### config.mk
export PLATFORM = sky130hd
export DESIGN_NAME = gpu_fetch
export DESIGN_NICKNAME = d
export VERILOG_FILES = /design/src/rtl/gpu_fetch.sv
export SDC_FILE = /design/constraint.sdc
export NUM_CORES = 1
export LEC_CHECK = 0
export ABC_CLOCK_PERIOD_IN_PS = 4150
export CORE_MARGIN = 2
export CORE_UTILIZATION = 57
export CTS_CLUSTER_SIZE = 12
export DETAILED_ROUTE_END_ITERATION = 8
export PLACE_DENSITY_LB_ADDON = 0.12
export REMOVE_ABC_BUFFERS = 1
export SLEW_MARGIN = 20
export SYNTH_ARGS = -nofsm -noshare
export SYNTH_HDL_FRONTEND = slang
export SYNTH_SLANG_ARGS = --single-unit
### constraint.sdc
create_clock -name clk -period 4.15 [get_ports clk]
set_input_delay 0.83 -clock clk [delete_from_list [all_inputs] [get_ports clk]]
set_output_delay 0.83 -clock clk [all_outputs]
set_load 0.05 [all_outputs]
### src/rtl/gpu_fetch.sv
// gpu_fetch: sequential read engine for the GPU buffer window.
// It walks BASE..BASE+LENGTH-1 from a programmable offset, keeps one read
// outstanding at a time, and buffers the returned words in a small FIFO.
// The FIFO drives a valid/ready stream toward the pixel pipeline.
module gpu_fetch #(
  parameter int WORDSIZE   = 16,
  parameter int BASE       = 3072,
  parameter int LENGTH     = 3072,
  parameter int FIFO_DEPTH = 8
) (
  input  logic                clk,
  input  logic                rst_n,
  input  logic                start,
  input  logic [WORDSIZE-1:0] start_offs,
  input  logic [WORDSIZE-1:0] count,
  input  logic                abort,
  output logic                busy,
  output logic                done,
  output logic [WORDSIZE-1:0] mem_addr,
  output logic                mem_en,
  input  logic [WORDSIZE-1:0] mem_rdata,
  input  logic                mem_ready,
  output logic [WORDSIZE-1:0] out_data,
  output logic                out_valid,
  input  logic                out_ready
);

  localparam int PW = $clog2(FIFO_DEPTH);
  localparam int CW = PW + 1;
  localparam logic [WORDSIZE-1:0] BASE_W   = WORDSIZE'(BASE);
  localparam logic [WORDSIZE-1:0] LENGTH_W = WORDSIZE'(LENGTH);
  localparam logic [WORDSIZE-1:0] LAST_W   = WORDSIZE'(LENGTH - 1);
  localparam logic [CW-1:0]       DEPTH_C  = CW'(FIFO_DEPTH);

  typedef enum logic [1:0] {S_IDLE, S_REQ, S_WAIT, S_DRAIN} state_t;

  state_t               state_reg, state_next;
  logic                 done_reg, done_next;
  logic [WORDSIZE-1:0]  offs_reg;
  logic [WORDSIZE-1:0]  remaining_reg;

  // FIFO storage, pointers and the registered head word
  logic [WORDSIZE-1:0]  fifo_mem [FIFO_DEPTH];
  logic [PW-1:0]        wr_ptr_reg, rd_ptr_reg, rd_ptr_inc;
  logic [CW-1:0]        fill_reg, fill_after_pop;
  logic [WORDSIZE-1:0]  head_reg;

  logic                 pop, push, load, flush, space;

  // A pop happens whenever the consumer takes a valid head.
  assign pop            = (fill_reg != '0) && out_ready;
  assign fill_after_pop = fill_reg - CW'(pop);
  // Room for the single in-flight word once this cycle's pop is counted.
  assign space          = fill_after_pop < DEPTH_C;
  assign rd_ptr_inc     = rd_ptr_reg + PW'(1);

  assign busy      = (state_reg != S_IDLE);
  assign done      = done_reg;
  assign mem_addr  = BASE_W + offs_reg;
  assign out_valid = (fill_reg != '0);
  assign out_data  = head_reg;

  // State and done-pulse register
  always_ff @(posedge clk or negedge rst_n) begin
    if (!rst_n) begin
      state_reg <= S_IDLE;
      done_reg  <= 1'b0;
    end else begin
      state_reg <= state_next;
      done_reg  <= done_next;
    end
  end

  // Next-state logic; abort outranks every other event outside IDLE
  always_comb begin
    state_next = state_reg;
    done_next  = 1'b0;
    if (state_reg == S_IDLE) begin
      if (start && !abort) begin
        if (count == '0) done_next  = 1'b1;
        else             state_next = S_REQ;
      end
    end else if (abort) begin
      state_next = S_IDLE;
      done_next  = 1'b1;
    end else begin
      case (state_reg)
        S_REQ:   if (space) state_next = S_WAIT;
        S_WAIT:  if (mem_ready)
                   state_next = (remaining_reg == WORDSIZE'(1)) ? S_DRAIN : S_REQ;
        S_DRAIN: if (fill_after_pop == '0) begin
                   state_next = S_IDLE;
                   done_next  = 1'b1;
                 end
        default: state_next = S_IDLE;
      endcase
    end
  end

  // Per-state strobes: memory request, FIFO push, parameter load, flush
  always_comb begin
    mem_en = 1'b0;
    push   = 1'b0;
    load   = 1'b0;
    flush  = 1'b0;
    case (state_reg)
      S_IDLE:  load   = start && !abort && (count != '0);
      S_REQ:   mem_en = space && !abort;
      S_WAIT:  push   = mem_ready && !abort;
      default: ;
    endcase
    if (state_reg != S_IDLE) flush = abort;
  end

  // Offset and remaining-word counters
  always_ff @(posedge clk or negedge rst_n) begin
    if (!rst_n) begin
      offs_reg      <= '0;
      remaining_reg <= '0;
    end else if (load) begin
      offs_reg      <= start_offs % LENGTH_W;
      remaining_reg <= count;
    end else if (push) begin
      offs_reg      <= (offs_reg == LAST_W) ? '0 : offs_reg + WORDSIZE'(1);
      remaining_reg <= remaining_reg - WORDSIZE'(1);
    end
  end

  // FIFO storage write (no reset so it can map onto RAM)
  always_ff @(posedge clk) begin
    if (push) fifo_mem[wr_ptr_reg] <= mem_rdata;
  end

  // FIFO pointers, fill level and registered head word
  always_ff @(posedge clk or negedge rst_n) begin
    if (!rst_n) begin
      wr_ptr_reg <= '0;
      rd_ptr_reg <= '0;
      fill_reg   <= '0;
      head_reg   <= '0;
    end else if (flush) begin
      wr_ptr_reg <= '0;
      rd_ptr_reg <= '0;
      fill_reg   <= '0;
    end else begin
      if (push) wr_ptr_reg <= wr_ptr_reg + PW'(1);
      if (pop)  rd_ptr_reg <= rd_ptr_inc;
      fill_reg <= fill_after_pop + CW'(push);
      // An empty FIFO takes the incoming word straight into the head;
      // otherwise the head advances to the next stored entry on a pop.
      if (push && (fill_after_pop == '0)) head_reg <= mem_rdata;
      else if (pop)                       head_reg <= fifo_mem[rd_ptr_inc];
    end
  end

endmodule

Yosys cells after proc, flatten, opt, wreduce, memory -nomap -nowiden
Memory sizes are Yosys's and may differ from the RTL's.
Cells that the tools add are included.
{"block": "word_totals", "latch_bits": 0, "regBits": 61, "mem_count": 1, "romBits": 0, "output_inout_bits": 36, "inputBits": 54, "wordCells": 81, "ram_bits": 128}
{"block": "classes", "magnitude_cmp": 1, "div_mod_pow": 1, "bitwise": 1, "n_eq_ne": 10, "reduce_logical": 19, "multipliers": 0, "n_mux": 33, "shift": 0, "n_addsub": 7}
{"name": "fifo_mem", "depth": 8, "word_bits": 16, "rd": 1, "rd_clocked_by_memory_dff": 0, "write_ports": 1, "line_no": "43", "source": "logic [WORDSIZE-1:0] fifo_mem [FIFO_DEPTH];"}
{"op": "$mux 16", "n": 7}
{"op": "$add 12x16->16 const A", "n": 1}
{"op": "$add 16x1->16 const B", "n": 1}
{"op": "$eq 16x1->1 const B", "n": 1}
{"op": "$eq 16x12->1 const B", "n": 1}
{"op": "$logic_not 16->1", "n": 1}
{"op": "$mod 16x12->16 const B", "n": 1}
{"op": "$mux 2", "n": 8}
{"op": "$reduce_bool 16->1", "n": 1}
{"op": "$sub 16x1->16 const B", "n": 1}
{"op": "$mux 1", "n": 12}
{"op": "$mux 3", "n": 4}
{"op": "$ne 4x4->1 const B", "n": 3}
{"op": "$reduce_bool 2->1", "n": 5}
{"op": "$add 3x1->3 const B", "n": 2}
{"op": "$logic_and 1x1->1", "n": 6}
{"op": "$pmux 2 s3", "n": 1}
{"op": "$reduce_and 5->1", "n": 1}
{"op": "$add 4x1->4", "n": 1}
{"op": "$eq 2x2->1 const B", "n": 2}
{"op": "$logic_not 4->1", "n": 1}
{"op": "$lt 4x4->1 const B", "n": 1}
{"op": "$mux 4", "n": 1}
{"op": "$reduce_bool 4->1", "n": 1}
{"op": "8 further kinds", "n": 8}

Depth between registers and ports, before layout
Gate-level depths: netlist (run 1).
{"block": "logic_depth", "depth_word": 8, "mapped_depth": 11}

Worst setup path before layout (run 1)
No wires, ideal clock.
{"block": "synth_timing", "kind": "register to output", "startpoint": "reg fill_reg[1]", "endpoint": "out mem_en", "arrival_time_ps": 3300, "setup_slack_ps": 20, "stages_incl_launch_ff": 8, "path_cell_list": "dfrtp_1 > or4_1 > nand2_1 > inv_1 > ha_1 > nor3b_2 > xor2_2 > nor3b_1"}
{"block": "synth_via", "elab_chain_len": 6}
{"element": "from (decl)", "line_no": "45", "source": "logic [CW-1:0] fill_reg, fill_after_pop;"}
{"element": "from (signal assigned)", "line_no": "148", "source": "fill_reg <= fill_after_pop + CW'(push);"}
{"element": "$reduce_bool 4->1"}
{"element": "net out_valid", "line_no": "24", "source": "output logic out_valid,"}
{"element": "$logic_and 1x1->1", "line_no": "51", "source": "assign pop = (fill_reg != '0) && out_ready;"}
{"element": "$sub 4x1->4", "line_no": "52", "source": "assign fill_after_pop = fill_reg - CW'(pop);"}
{"element": "$lt 4x4->1", "line_no": "54", "source": "assign space = fill_after_pop < DEPTH_C;"}
{"element": "$logic_and 1x1->1", "line_no": "108", "source": "S_REQ: mem_en = space && !abort;"}
{"element": "$mux 1", "line_no": "106", "source": "case (state_reg)"}
{"element": "to (decl)", "line_no": "20", "source": "output logic mem_en,"}
The timed path passes the listed nets, and every way through them passes these cells.

Worst setup path in the final report (run 1)
{"block": "layout_timing", "startpoint": "in out_ready", "endpoint": "out mem_en"}
{"block": "layout_via", "elab_chain_len": 5}
{"element": "from (decl)", "line_no": "25", "source": "input logic out_ready"}
{"element": "$logic_and 1x1->1", "line_no": "51"}
{"element": "$sub 4x1->4", "line_no": "52"}
{"element": "$lt 4x4->1", "line_no": "54"}
{"element": "$logic_and 1x1->1", "line_no": "108"}
{"element": "$mux 1", "line_no": "106"}
No other way between the ends.

==> qor.json, run 1 <==
{
  "floorplan.io_pins": {"value": 90},
  "die_area": {"value": 16230, "unit": "um^2"},
  "yosys.cell_types.count": {"value": 60},
  "asyncSetResetFlopFracSynth": {"value": 0.3228},
  "route.detailed.drc": {"value": 0},
  "antenna_cells": {"value": 0},
  "ir_drop": {"value": 448.7, "unit": "uV"},
  "dr.pass1.iters": {"value": 4},
  "timing.hold.ws": {"value": 0.4381, "unit": "ns"},
  "post_dp_cell_area": {"value": 9798, "unit": "um^2"},
  "postcts_resize_cnt": {"value": 0},
  "report.final.setup_viol": {"value": 0},
  "number_of_buffers_created_by_cts": {"value": 17},
  "crit_path_end_kind": {"value": "output pin"},
  "mappedNetlistArea": {"value": 8681, "unit": "um^2"},
  "slowest_stage": {"value": "sky130_fd_sc_hd__clkdlybuf4s50_1"},
  "routed-via-count": {"value": 5406},
  "via_per_inst": {"value": 5.882},
  "start_util": {"value": 0.5774},
  "timing.hold.worst.class": {"value": "primary input to async pin"},
  "finalNetCount": {"value": 790},
  "buffer_ports.inserted": {"value": 89},
  "final_critical_path_setup_slack": {"value": 0.4730, "unit": "ns"},
  "crit_fanout": {"value": 6},
  "clock_insertion_delay_worst_skew": {"value": 0.42, "unit": "ns"},
  "maxClockFrequency": {"value": 0.2720, "unit": "GHz"},
  "die_w": {"value": 127.4, "unit": "um"},
  "final_min_period_over_clock_period": {"value": 0.8860},
  "powerDensity": {"value": 663.2, "unit": "nW/um^2"},
  "wire_per_inst": {"value": 19.56, "unit": "um"},
  "fillers": {"value": 1063},
  "total_power": {"value": 6.885, "unit": "mW"},
  "synthesis.area_per_instance": {"value": 13.76, "unit": "um^2"},
  "clock-sinks": {"value": 189},
  "grt_first_pass_wirelength": {"value": 28.95, "unit": "mm"},
  "final_design_area_no_fill": {"value": 10380, "unit": "um^2"},
  "gpl.final_weighted_congestion": {"value": 0.8441},
  "post-route-min-period": {"value": 3.677, "unit": "ns"},
  "antenna_violating_nets_post_route": {"value": 0},
  "outcome": {"value": "finished, final reports clean"},
  "rsz_0062_raised_after_global_routing": {"value": "no"},
  "timing.critical_path.arrival": {"value": 2.85, "unit": "ns"},
  "leakage": {"value": 3.733, "unit": "nW"},
  "root_buffer": {"value": "sky130_fd_sc_hd__clkbuf_16"},
  "synth.ff_latch_count": {"value": 189},
  "dieHeight": {"value": 127.4, "unit": "um"},
  "cpPeakStageDelay": {"value": 0.45, "unit": "ns"},
  "slew-limit-headroom": {"value": 0.4285},
  "ys_dominant_reg_cell": {"value": "sky130_fd_sc_hd__edfxtp_1"},
  "core-area": {"value": 15030, "unit": "um^2"},
  "wirelength_routed": {"value": 17.98, "unit": "mm"},
  "cts_htree_levels": {"value": 4},
  "clock-skew-final": {"value": 0.006864, "unit": "ns"},
  "final_hold_viol_count": {"value": 0},
  "yosysSeqAreaShare": {"value": 0.6186},
  "initialDrtViolationCount": {"value": 477},
  "final_layout_size_suffix_gt1_frac": {"value": 0.1368},
  "area.sequential": {"value": 5371, "unit": "um^2"},
  "first_global_vias": {"value": 5476},
  "dpl_worst_slack": {"value": 0.4498, "unit": "ns"},
  "dpl.hpwl": {"value": 11.48, "unit": "mm"},
  "grt_remaining_overflow": {"value": 0},
  "cts_buffer_depth": {"value": 2},
  "cell_count_after_synthesis": {"value": 631},
  "worst_pin_slew": {"value": 0.8573, "unit": "ns"},
  "num_rows": {"value": 45},
  "synth_enable_flop_cells": {"value": 128},
  "path_class": {"value": "primary input to output pin"},
  "antenna_violations_before_repair": {"value": 0},
  "multi_input_gate_area_in_the_final_layout": {"value": 3037, "unit": "um^2"},
  "crit_path_start_kind": {"value": "primary input"},
  "top_register": {"value": "fifo_mem"},
  "cts_tree": {"value": "done"},
  "number_of_buffers_added_to_fix_hold_violations_after_cts": {"value": 0},
  "layout-area-overhead-vs-synth": {"value": 19.60, "unit": "%"},
  "grt_max_degree": {"value": 54},
  "yosysWarnings": {"value": 0},
  "grt_util_all_layers": {"value": 0.2332},
  "largest_register_ffs": {"value": 128},
  "crit_chain": {"value": "clkdlybuf4s50_1, nand2_1, inv_1, ha_1, nor3b_2, xor2_2, nor3b_1, buf_12"},
  "drv_cap": {"value": 0},
  "clk_transition_reported_paths": {"value": 0.07, "unit": "ns"},
  "final.setup.tns": {"value": 0, "unit": "ns"},
  "critical_path_required": {"value": 3.32, "unit": "ns"},
  "slew_violations": {"value": 0},
  "cts_post_setup_buffers_inserted": {"value": 0}
}
[placed cells by master, fill, tap and decap left out, types with 3 or more instances in the layout]
cell                              Yosys  routed
sky130_fd_sc_hd__a21oi_1             13      13
sky130_fd_sc_hd__a31oi_1              3       3
sky130_fd_sc_hd__and3_1               4       4
sky130_fd_sc_hd__buf_4               11      19
sky130_fd_sc_hd__bufinv_16            0       3
sky130_fd_sc_hd__clkbuf_1            17       3
sky130_fd_sc_hd__clkbuf_16            0      17
sky130_fd_sc_hd__clkdlybuf4s50_1      0      87
sky130_fd_sc_hd__clkinv_2             0       3
sky130_fd_sc_hd__dfrtp_1             61      60
sky130_fd_sc_hd__edfxtp_1           128     128
sky130_fd_sc_hd__ha_1                18      17
sky130_fd_sc_hd__inv_1               33      33
sky130_fd_sc_hd__mux2i_1             19      19
sky130_fd_sc_hd__mux4_2              32      32
sky130_fd_sc_hd__nand2_1             52      52
sky130_fd_sc_hd__nand3_1             25      25
sky130_fd_sc_hd__nand4_1              8       8
sky130_fd_sc_hd__nor2_1              27      27
sky130_fd_sc_hd__nor2b_1              9       9
sky130_fd_sc_hd__nor3_1              14      11
sky130_fd_sc_hd__nor3_2               1       4
sky130_fd_sc_hd__nor3b_2              1       3
sky130_fd_sc_hd__nor4_1              10       9
sky130_fd_sc_hd__o21ai_0             30      30
sky130_fd_sc_hd__o221ai_1            17      17
sky130_fd_sc_hd__or3_1                3       3
sky130_fd_sc_hd__xnor2_1             21      21
sky130_fd_sc_hd__xor2_1              16      15
[stage by stage]
stage | instances | util
5_1_grt | 919 | 0.6906
2_1_floorplan | 592 | -
3_3_place_gp | 887 | 0.6518
6_report | 919 | 0.6906
3_5_place_dp | 887 | 0.6518
4_1_cts | 919 | 0.6905
[critical path: cells and delay by family]
family | cells | cell delay (ns)
xor gates and xnor gates | 1 | 0.19
adders and majority gates | 1 | 0.20
and+or+nand+nor | 3 | 0.80
buffers and inverters | 3 | 0.82
[cells in the mapped netlist (all sizes together) (2+ instances only)]
cell type    n  area (um^2)
a211oi       2        15.01
a21oi       14        81.33
a22o         2        17.52
a22oi        2        15.01
a31oi        3        18.77
and2         2        12.51
and3         4        25.02
and4b        2        20.02
buf         22        133.9
clkbuf      17        63.81
dfrtp       61         1526
edfxtp     128         3844
ha          18        225.2
inv         33        123.9
mux2i       19        190.2
mux4        32        720.7
nand2       52        195.2
nand2b       2        12.51
nand3       26        135.1
nand3b       2        27.53
nand4        8        50.05
nor2        27        101.4
nor2b        9        56.30
nor3        15        80.08
nor3b        5        42.54
nor4        11        75.07
nor4b        2        17.52
o21ai       30        150.1
o221ai      17        148.9
o22a         2        17.52
o31ai        2        15.01
or3          5        41.29
or4          2        15.01
xnor2       21        183.9
xor2        17        156.4
[path summary, 6_finish.rpt]
path | end | startpoint | slack (ns) | cells after the start
setup / recovery | mem_en | out_ready | 0.47 | 8
hold / removal | remaining_reg[11] | rst_n | 0.44 | 1
setup reg to reg | out_data[10] | fill_reg[1] | 0.71 | 10
hold reg to reg | rd_ptr_reg[1] | rd_ptr_reg[1] | 0.55 | 2
max in group asynchronous | wr_ptr_reg[2] | rst_n | 3.02 | 2
min in group clk | rd_ptr_reg[1] | rd_ptr_reg[1] | 0.55 | 2
[cell type report]
cell class | count | share of cell area
tap | 188 | 0.02266
clock inverter | 12 | 0.01398
clock buffer | 20 | 0.04206
sequential | 189 | 0.5174
inverter | 33 | 0.01193
timing repair buffer | 107 | 0.09954
multi-input combinational | 370 | 0.2925
[metal layers]
metal / vias to the layer above / global-route usage / wire length, um
met5: - / 0 / 0
met4: 0 / 0.06270 / 233
met3: 21 / 0.04271 / 853
met2: 147 / 0.3976 / 9124
met1: 2691 / 0.3125 / 7766
li1: 2547 / - / -
[where the power goes]
part           total (mW)  internal (mW)  leakage (nW)  switching [mW]
clock network        1.61          0.943         0.279           0.669
logic                2.72           1.13          1.54            1.59
registers            2.55           2.28          1.92           0.270
total                6.89           4.35          3.73            2.53
[kinds of logic after synthesis]
logic type | share of synthesized area
simple gates | 0.1084
buf+inv | 0.03704
compound gates | 0.06457
fa+ha+maj | 0.02594
flops | 0.6186
mux | 0.1062
xor+xnor | 0.03920
Note: power is estimated with default switching activity, not from simulation.
==> inputs of run 2 (changes only) <==
--- a/config.mk
+++ b/config.mk
@@ -16,3 +16,4 @@
 export SYNTH_ARGS = -nofsm -noshare
 export SYNTH_HDL_FRONTEND = slang
 export SYNTH_SLANG_ARGS = --single-unit
+export TNS_END_PERCENT = 30
==> results of run 2 <==
Final layout, timing and power as in run 1 (identical DEF).
